**src/rtl/load_align_unit.sv**
```systemverilog
// load_align_unit
//   Sequential load alignment unit. It accepts one load request at a time,
//   issues word-aligned reads to the data memory port, and merges, shifts and
//   sign/zero-extends the bytes. It returns a tagged response to writeback.
//
//   Optional feature (macro MISALIGNED_SPLIT_EN):
//     defined   - a load that crosses a word boundary is split into two reads.
//     undefined - a crossing load faults immediately with no memory access.
//                 The REQ1/WAIT1 states and the first-word holding register
//                 are not built.
//
//   Ports:
//     clk, reset       core clock, synchronous active-high reset
//     req_*            load request from the LSU (valid/ready, addr, mode, tag)
//     mem_req_*        word-aligned read request to data memory (valid/ready)
//     mem_rvalid/rdata in-order read data, at most one access outstanding
//     rsp_*            response to writeback (valid/ready, data, fault, tag)
`timescale 1ns/1ps

package load_align_pkg;
  typedef enum logic [2:0] {
    MASK_BYTE   = 3'd0,
    MASK_BYTE_U = 3'd1,
    MASK_HALF   = 3'd2,
    MASK_HALF_U = 3'd3,
    MASK_WORD   = 3'd4
  } mask_mode_t;
endpackage

module load_align_unit
  import load_align_pkg::*;
#(
  parameter int ADDR_W = 32,
  parameter int TAG_W  = 5
) (
  input  logic              clk,
  input  logic              reset,
  input  logic              req_valid,
  output logic              req_ready,
  input  logic [ADDR_W-1:0] req_addr,
  input  mask_mode_t        req_mask_mode,
  input  logic [TAG_W-1:0]  req_tag,
  output logic              mem_req_valid,
  input  logic              mem_req_ready,
  output logic [ADDR_W-1:0] mem_addr,
  input  logic              mem_rvalid,
  input  logic [31:0]       mem_rdata,
  output logic              rsp_valid,
  input  logic              rsp_ready,
  output logic [31:0]       rsp_data,
  output logic              rsp_fault,
  output logic [TAG_W-1:0]  rsp_tag
);

  typedef enum logic [2:0] {
    IDLE,
    REQ0,
    WAIT0,
`ifdef MISALIGNED_SPLIT_EN
    REQ1,
    WAIT1,
`endif
    RESP
  } state_t;

  state_t           state_q;
  logic [1:0]       off_q;
  mask_mode_t       mode_q;
  logic [TAG_W-1:0] tag_q;
`ifdef MISALIGNED_SPLIT_EN
  logic             cross_q;
  logic [31:0]      w0_q;
`endif

  function automatic logic is_legal(input mask_mode_t m);
    return m inside {MASK_BYTE, MASK_BYTE_U, MASK_HALF, MASK_HALF_U, MASK_WORD};
  endfunction

  // words = {w1, w0}; the shift brings the addressed byte down to bit 0.
  function automatic logic [31:0] align_extend(input logic [63:0]  words,
                                               input logic [1:0]   off,
                                               input mask_mode_t   m);
    logic [31:0] merged;
    merged = 32'(words >> {off, 3'b000});
    case (m)
      MASK_BYTE:   return {{24{merged[7]}}, merged[7:0]};
      MASK_BYTE_U: return {24'h0, merged[7:0]};
      MASK_HALF:   return {{16{merged[15]}}, merged[15:0]};
      MASK_HALF_U: return {16'h0, merged[15:0]};
      MASK_WORD:   return merged;
      default:     return 32'h0;
    endcase
  endfunction

  // Request decode, evaluated on the live request in IDLE.
  logic [1:0] req_off;
  logic       req_legal;
  logic       req_cross;
  logic       req_reject;

  assign req_off   = req_addr[1:0];
  assign req_legal = is_legal(req_mask_mode);
  assign req_cross = (((req_mask_mode == MASK_HALF) || (req_mask_mode == MASK_HALF_U))
                      && (req_off == 2'd3))
                   || ((req_mask_mode == MASK_WORD) && (req_off != 2'd0));

`ifdef MISALIGNED_SPLIT_EN
  assign req_reject = !req_legal;
`else
  // Without splitting, a crossing load cannot be served and faults at once.
  assign req_reject = !req_legal || req_cross;
`endif

  assign req_ready = (state_q == IDLE);

  always_ff @(posedge clk) begin
    // NOTE: every register here uses non-blocking assignment so all state
    // updates see the pre-edge values, independent of statement order.
    if (reset) begin
      state_q       <= IDLE;
      off_q         <= 2'd0;
      mode_q        <= MASK_BYTE;
      tag_q         <= '0;
      mem_req_valid <= 1'b0;
      mem_addr      <= '0;
      rsp_valid     <= 1'b0;
      rsp_data      <= 32'h0;
      rsp_fault     <= 1'b0;
      rsp_tag       <= '0;
`ifdef MISALIGNED_SPLIT_EN
      cross_q       <= 1'b0;
      w0_q          <= 32'h0;
`endif
    end else begin
      case (state_q)
        IDLE: begin
          if (req_valid) begin
            off_q  <= req_off;
            mode_q <= req_mask_mode;
            tag_q  <= req_tag;
`ifdef MISALIGNED_SPLIT_EN
            cross_q <= req_cross;
`endif
            if (req_reject) begin
              state_q   <= RESP;
              rsp_valid <= 1'b1;
              rsp_fault <= 1'b1;
              rsp_data  <= 32'h0;
              rsp_tag   <= req_tag;
            end else begin
              state_q       <= REQ0;
              mem_req_valid <= 1'b1;
              mem_addr      <= {req_addr[ADDR_W-1:2], 2'b00};
            end
          end
        end

        REQ0: begin
          if (mem_req_ready) begin
            mem_req_valid <= 1'b0;
            state_q       <= WAIT0;
          end
        end

        WAIT0: begin
          if (mem_rvalid) begin
`ifdef MISALIGNED_SPLIT_EN
            w0_q <= mem_rdata;
            if (cross_q) begin
              // Second word follows; address wraps modulo 2^ADDR_W.
              state_q       <= REQ1;
              mem_req_valid <= 1'b1;
              mem_addr      <= mem_addr + ADDR_W'(4);
            end else begin
              state_q   <= RESP;
              rsp_valid <= 1'b1;
              rsp_fault <= 1'b0;
              rsp_data  <= align_extend({32'h0, mem_rdata}, off_q, mode_q);
              rsp_tag   <= tag_q;
            end
`else
            state_q   <= RESP;
            rsp_valid <= 1'b1;
            rsp_fault <= 1'b0;
            rsp_data  <= align_extend({32'h0, mem_rdata}, off_q, mode_q);
            rsp_tag   <= tag_q;
`endif
          end
        end

`ifdef MISALIGNED_SPLIT_EN
        REQ1: begin
          if (mem_req_ready) begin
            mem_req_valid <= 1'b0;
            state_q       <= WAIT1;
          end
        end

        WAIT1: begin
          if (mem_rvalid) begin
            state_q   <= RESP;
            rsp_valid <= 1'b1;
            rsp_fault <= 1'b0;
            rsp_data  <= align_extend({mem_rdata, w0_q}, off_q, mode_q);
            rsp_tag   <= tag_q;
          end
        end
`endif

        RESP: begin
          // Data and tag are left untouched so they stay readable after the
          // handshake; only valid drops.
          if (rsp_ready) begin
            rsp_valid <= 1'b0;
            state_q   <= IDLE;
          end
        end

        default: state_q <= IDLE;
      endcase
    end
  end

endmodule

```
**config.mk**
```make
export PLATFORM = sky130hd
export DESIGN_NAME = load_align_unit
export DESIGN_NICKNAME = d
export VERILOG_FILES = /design/src/rtl/load_align_unit.sv
export SDC_FILE = /design/constraint.sdc
export NUM_CORES = 1
export LEC_CHECK = 0
export CAP_MARGIN = 20
export CELL_PAD_IN_SITES_DETAIL_PLACEMENT = 1
export CELL_PAD_IN_SITES_GLOBAL_PLACEMENT = 2
export CORE_MARGIN = 2
export CORE_UTILIZATION = 27
export DETAILED_ROUTE_END_ITERATION = 6
export GPL_ROUTABILITY_DRIVEN = 0
export PLACE_DENSITY_LB_ADDON = 0.08
export SLEW_MARGIN = 25
export SYNTH_ARGS = -nofsm -noshare
export SYNTH_HDL_FRONTEND = slang
export SYNTH_SLANG_ARGS = --single-unit
export TNS_END_PERCENT = 50
```
**constraint.sdc**
```tcl
create_clock -name clk -period 3.7 [get_ports clk]
set_clock_uncertainty 0.05 [all_clocks]
set_input_delay 0.74 -clock clk [delete_from_list [all_inputs] [get_ports clk]]
set_output_delay 0.74 -clock clk [all_outputs]
set_load 0.02 [all_outputs]
```
==> summary.md, run 1 <==
| Metric | Value |
|---|---|
| Status | `finished, final reports clean` |
| Post-cts resize count | `0` |
| Crit path DAT | `2830 ps` |
| Pins Over Slew Limit | `0` |
| Post-synthesis xor/xnor area fraction | `0%` |
| Layout cells sized above 1 | `under 10%` |
| H-tree depth | `3` |
| All-Layer GR Usage | `16.9%` |
| Iteration count of the initial detailed-routing pass | `4` |
| Gate Count Post-Synth | `438` |
| CORE AREA | `14,500 sq um` |
| CTS tree | `yes` |
| Compound-Gate Fraction of Synth Area | `23.1%` |
| Die H | `125 um` |
| Hold Buf Count CTS | `0` |
| Ports | `151` |
| Power Density | `about 600 nW/um^2` |
| Vias | `between 3,000 and 4,000` |
| Fmax | `roughly 380 MHz` |
| Clk_lat worst skew | `roughly 340 ps` |
| Vias per cell | `4.89` |
| Post-route setup slack | `1040 ps` |
| Avg Cell Area, Syn | `~9 sq um` |
| Final-report setup violation count | `0` |
| First-pass GRT wire length | `between 20 and 25 mm` |
| Max-cap viol count | `0` |
| Peak VDD IR | `0.000196 V` |
| CTS Buf Count | `9` |
| HPWL after DPL | `9.66 mm` |
| Setup WS pre-CTS | `between 600 and 700 ps` |
| Pwr Total | `0.00344 W` |
| CP Max Fanout | `24` |
| Largest cells by area after synthesis | `dfxtp_1, mux2i_1, a21oi_1` |
| Root Buffer | `clkbuf_16` |
| Synthesized area | `3980 sq um` |
| WL final | `13.2 mm` |
| Starting Density | `~28%` |
| Type of the most critical hold path | `reg -> reg` |
| Post-synthesis adder-cell area fraction | `1.88%` |
| Post CTS Setup Buffer Count | `0` |
| Post-layout util | `40.3%` |
| Final-layout fill cell count | `about 1,700` |
| RSZ-0062 raised after global routing | `false` |
| Antenna Nets Post-Route | `0` |
| Required @ worst endpoint | `3860 ps` |
| Nets | `653` |
| DRC | `0` |
| Warnings from Yosys | `0` |
| Num rows | `between 40 and 50` |
| Clock slew at reported path FFs | `60 ps` |
| Area leader, netlist | `dfxtp_1` |
| Area delta synth->final | `46.3%` |
| Clk sinks | `82` |
| Synth Area in Simple Gates | `17.4%` |
| Wire length per cell | `17.5 um` |
| Post-synthesis sequential area ratio | `41.2%` |
| # port buffers | `148` |
| GRT Residual Overflow | `0` |
| DIE WIDTH | `125 um` |
| Yosys top cell area share | `41.2%` |
| Final Hold Violating Endpoints | `0` |
| Fin Setup TNS | `0 ps` |
| Vias in the first global route | `3,929` |
| Pleak | `1.98 nW` |
| Yosys reg bits | `82` |
| Minimum clock period | `roughly 2700 ps` |
| Pin count of the biggest net entering global routing | `42` |
| CP Launch Type | `primary input` |
| Slew @ Worst Pin | `1010 ps` |
| Detailed Route Iter0 Violations | `150` |
| Synth cell types | `48` |
| Clk buf depth | `2` |
| Main combinational cell family by area after synthesis | `compound AO/OA/AOI/OAI gates` |
| CP Class | `in -> reg` |
| Max-Slew Margin vs Limit | `between 30% and 40%` |
| Initial antenna violation count | `1` |
| Worst Setup End Kind | `register` |
| Final worst-path cycle share | `72.0%` |
| Die Footprint | `15,700 sq um` |
| Mux cell area share after synthesis | `10.1%` |
-- routing by layer --
layer / vias up / global-route usage (%) / routed length, um
li1: 1834 / - / -
met5: - / 0 / 0
met3: 13 / 5.86 / 1070
met4: 0 / 5.23 / 201
met2: 113 / 26.4 / 5980
met1: 1753 / 22.1 / 6000
-- layout make-up --
type | count | area, sq um | share of cell area [%]
multi-input cells | 315 | 2100 | 36.0
flip-flops and latches | 82 | 1640 | 28.2
repair buffers | 157 | 1540 | 26.5
clock buffers | 11 | 243 | 4.16
well taps | 184 | 230 | 3.95
clock inverters | 5 | 53.8 | 0.923
inverters | 4 | 15.0 | 0.258
diodes | 1 | 2.50 | 0.0429
-- cells in the final DEF (no fill, tap or decap), types with 10 or more instances in the layout --
cell | netlist | layout
clkdlybuf4s50_1 | 0 | 147
nand2_1 | 83 | 83
a211oi_1 | 14 | 14
o2bb2ai_1 | 21 | 21
a21oi_1 | 64 | 64
dfxtp_1 | 82 | 82
nor2_1 | 12 | 12
o2bb2ai_2 | 10 | 10
nor3_1 | 10 | 10
mux2i_1 | 37 | 37
o21ai_0 | 11 | 11
-- critical path, stage by stage --
cell and delay, ps:
clkdlybuf4s50_1 530, o31ai_4 310, nand4_2 530, nand4b_4 570
o2bb2ai_1 130
-- worst paths after layout --
path | slack [ps] | endpoint | startpoint | cells after the start
worst max register to register | 1270 | rsp_data[8] | state_q[0] | 6
worst min-delay path | 400 | mem_addr[16] | mem_addr[16] | 2
worst min register to register | 400 | mem_addr[16] | mem_addr[16] | 2
worst max-delay path | 1040 | rsp_data[8] | req_addr[1] | 5
-- through the flow --
step                      instance area, sq um  instances  hold slack, ps
after detailed placement                  5530        742             399
after global placement                    5530        742             391
after CTS                                 5830        758             404
after floorplan                           3990        439             386
final                                     5830        759             401
after global routing                      5830        758             427
-- cells by family after synthesis --
family / count (synthesis)
mux: 39
flops: 82
simple gates: 141
buf+inv: 42
fa+ha+maj: 6
other cells: 1
compound gates: 127
-- cells in the mapped netlist (all sizes together) --
cell type	number
buf	22
nand4b	2
o31ai	1
o2bb2ai	31
a311oi	1
nand3b	1
a21oi	65
or4b	1
o41ai	1
nor4b	1
inv	4
a211oi	14
a31oi	1
clkbuf	16
dfxtp	82
nand2	83
nand4	10
conb	1
or4	1
o32ai	1
and4	3
nand3	2
nor2b	4
nand2b	2
nor2	14
o21ai	11
mux2	1
nor3	11
mux4	1
or3	2
a2111oi	1
and2	2
and3b	1
ha	6
mux2i	37
or2b	1
-- flip-flops by register name, summed over array words and instances (netlist names) --
register	flops
mem_addr	30
mem_req_valid	1
mode_q	3
off_q	2
rsp_data	32
rsp_fault	1
rsp_tag	5
rsp_valid	1
state_q	2
tag_q	5
-- power breakdown --
| part | internal, W | switching [W] |
|---|---|---|
| sequential | 0.00101 | 0.000102 |
| clock | 0.000539 | 0.000362 |
| combinational | 0.000585 | 0.000841 |
| total | 0.00214 | 0.00130 |
(Power assumes the default switching activity.)
==> inputs of run 2 (changes only) <==
--- a/config.mk
+++ b/config.mk
@@ -9,7 +9,7 @@
 export CELL_PAD_IN_SITES_DETAIL_PLACEMENT = 1
 export CELL_PAD_IN_SITES_GLOBAL_PLACEMENT = 2
 export CORE_MARGIN = 2
-export CORE_UTILIZATION = 27
+export CORE_UTILIZATION = 25
 export DETAILED_ROUTE_END_ITERATION = 6
 export GPL_ROUTABILITY_DRIVEN = 0
 export PLACE_DENSITY_LB_ADDON = 0.08
==> constraint.sdc (replaced) <==
create_clock -name clk -period 2.6 [get_ports clk]
set_clock_uncertainty 0.05 [all_clocks]
set_input_delay 0.52 -clock clk [delete_from_list [all_inputs] [get_ports clk]]
set_output_delay 0.52 -clock clk [all_outputs]
set_load 0.02 [all_outputs]
==> run 2 against run 1 <==
  * Register-to-register slack got worse by 1000 ps
  * Cell area increased by 1.4%
  * Count of clock-buffer cells in the layout unchanged
  * Total power increased by 40%
  * Worst hold slack improved by 3.5 ps
  * First-iteration DRC count increased by 17%
  * Sequential share of layout area decreased by 0.39 points
  * Critical endpoint is now req_ready
  * Highest routed layer unchanged
==> summary.md, run 2 (same netlist as run 1, synthesis figures left out) <==
| Metric | Value |
|---|---|
| Ports | `151 (unchanged)` |
| Post-route setup slack | `191 ps (-844 ps)` |
| Largest delay share family, worst path | `buffers and inverters` |
| CP Launch Type | `register` |
| Vias per cell | `4.65 (-4.9%)` |
| Non-Filler Instances | `794 (+4.6%)` |
| Slew @ Worst Pin | `998 ps (-11.8 ps)` |
| Max-Slew Margin vs Limit | `33.5% (+0.79 points)` |
| Final worst-path cycle share | `92.7%` |
| Final-layout fill cell count | `1,814 (+8.8%)` |
| Type of the most critical hold path | `reg -> reg` |
| Final-report setup violation count | `0 (unchanged)` |
| Nets | `658 (+0.77%)` |
| Fin Setup TNS | `0 ps (unchanged)` |
| Setup WS pre-CTS | `95.3 ps (-578 ps)` |
| Iteration count of the initial detailed-routing pass | `4 (unchanged)` |
| Slowest CP cell | `clkdlybuf4s50_1` |
| RSZ-0062 raised after global routing | `false` |
| Pins Over Slew Limit | `0 (unchanged)` |
| Minimum clock period | `2410 ps` |
| Num rows | `46 (+4.5%)` |
| FF/Latch Area | `1640 sq um (unchanged)` |
| Worst Setup End Kind | `output pin` |
| Wire length per cell | `16.6 um (-5.0%)` |
| # port buffers | `148 (unchanged)` |
| CP Max Fanout | `9 (-63%)` |
| Biggest register | `rsp_data` |
| WP buf/inv | `2 (+1)` |
| Peak VDD IR | `0.000326 V (+66%)` |
| Clock slew at reported path FFs | `60 ps (about the same)` |
| Placed cells | `779 (+5.0%)` |
| CP Class | `reg -> out` |
| Die H | `130 um (+3.8%)` |
| Vias | `3,694 (-0.51%)` |
| Biggest regs | `rsp_data: 32 flops, mem_addr: 30 flops` |
| Multi-input gate area | `2100 sq um (unchanged)` |
| DIE WIDTH | `130 um (+3.8%)` |
| Starting Density | `25.4% (-2.2 points)` |
| Pleak | `2.00 nW (+1.1%)` |
| Initial antenna violation count | `0 (-1)` |
| Area delta synth->final | `48.4%` |
| FF-to-FF End | `rsp_tag[4]` |
| Power Density | `816 nW/um^2 (+38%)` |
| Final Hold Violating Endpoints | `0 (unchanged)` |
| Most frequent cells in the layout | `clkdlybuf4s50_1, nand2_1, dfxtp_1` |
| Hold depth | `2 (unchanged)` |
| WHS Endpoint | `mem_addr[31]` |
| FF-to-FF setup slack | `250 ps (-1020 ps)` |
| CTS tree | `yes` |
| R2R cell count | `6 (unchanged)` |
| # diodes | `0 (-1)` |
| Status | `finished, final reports clean` |
| Hold Buf Count CTS | `0 (unchanged)` |
| CTS Buf Count | `9 (unchanged)` |
| Required @ worst endpoint | `2030 ps (-1830 ps)` |
| GRT Residual Overflow | `0 (unchanged)` |
| Post-layout util | `37.6% (-2.6 points)` |
| WL final | `13.2 mm (-0.63%)` |
| Clk buf depth | `2 (unchanged)` |
| Crit path DAT | `1840 ps (-990 ps)` |
| Crit-path cells | `inv_1 -> ha_1 -> clkdlybuf4s50_1` |
| Post CTS Setup Buffer Count | `0 (unchanged)` |
| First-pass GRT wire length | `20.3 mm (-5.0%)` |
| Reg-to-reg critical path startpoint | `state_q[0]` |
| Antenna Nets Post-Route | `0 (unchanged)` |
| Die Footprint | `17,000 sq um (+7.7%)` |
| Post-cts resize count | `0 (unchanged)` |
| Commonest non-fill, non-tap cell in the layout | `clkdlybuf4s50_1` |
| Clk_lat worst skew | `330 ps (about the same)` |
| H-tree depth | `3 (unchanged)` |
| Max-cap viol count | `0 (unchanged)` |
| Layout cells sized above 1 | `8.65% (+0.46 points)` |
| Detailed Route Iter0 Violations | `176 (+17%)` |
| Root Buffer | `clkbuf_16` |
| Pin count of the biggest net entering global routing | `49 (+17%)` |
| CP peak stage delay | `670 ps (+100 ps)` |
| CORE AREA | `15,700 sq um (+8.5%)` |
| Vias in the first global route | `3,731 (-5.0%)` |
| All-Layer GR Usage | `15.6% (-1.4 points)` |
| Fmax | `between 400 and 500 MHz` |
| Hold Startpoint | `mem_addr[31]` |
| DRC | `0 (unchanged)` |
| Number of flip-flops in the largest register | `32 (unchanged)` |
| HPWL after DPL | `9.63 mm (-0.33%)` |
| Clk sinks | `82 (unchanged)` |
run 2: layer usage:
metal | vias to the layer above | share of wire, % | GRT usage [%]
met5 | - | 0 | 0
met1 | 1742 | 45 | 20.2
met2 | 105 | 45 | 24.5
met4 | 0 | 1.3 | 5.31
li1 | 1836 | - | -
met3 | 11 | 8.3 | 5.00
run 2: worst reg2reg max path: cells and delay by family, from the launching register on:
family	cells	cell delay, ps
simple gates	3	1110
compound gates	1	130
fa+ha+maj	1	390
buf+inv	1	100
flops	1	450
run 2: how the worst max path moves through the flow:
| stage | startpoint | end | slack, ps | cells past startpoint |
|---|---|---|---|---|
| after CTS | state_q[1] | req_ready | 170 | 3 |
| after global routing | state_q[1] | req_ready | 110 | 3 |
| after global placement | mem_rdata[31] | rsp_data[27] | 150 | 5 |
| after floorplan | state_q[0] | rsp_data[16] | 530 | 8 |
| final | state_q[1] | req_ready | 190 | 3 |
| after detailed placement | mem_rdata[31] | rsp_data[24] | 100 | 5 |
run 2: final cells by class:
class	instances	area share (%)
multi-input cells	315	35.5
flip-flops and latches	82	27.8
repair buffers	162	27.6
well taps	216	4.57
clock buffers	11	3.94
clock inverters	4	0.339
inverters	4	0.254
run 2: report_power, final:
part	leakage (nW)	total, W	internal, W	switching, W
Sequential	0.667	0.00157	0.00144	0.000133
Combinational	1.20	0.00212	0.000893	0.00122
Clock	0.129	0.00114	0.000636	0.000501
run 2: per-stage QoR:
| step | cell area, sq um | hold WS (ps) | total power (W) |
|---|---|---|---|
| 6_report | 5910 | 405 | 0.00483 |
| 5_1_grt | 5910 | 422 | 0.00514 |
| 4_1_cts | 5910 | 408 | 0.00490 |
| 3_5_place_dp | 5660 | 400 | 0.00374 |
| 3_3_place_gp | 5660 | 392 | 0.00370 |
| 2_1_floorplan | 3990 | 386 | 0.00294 |
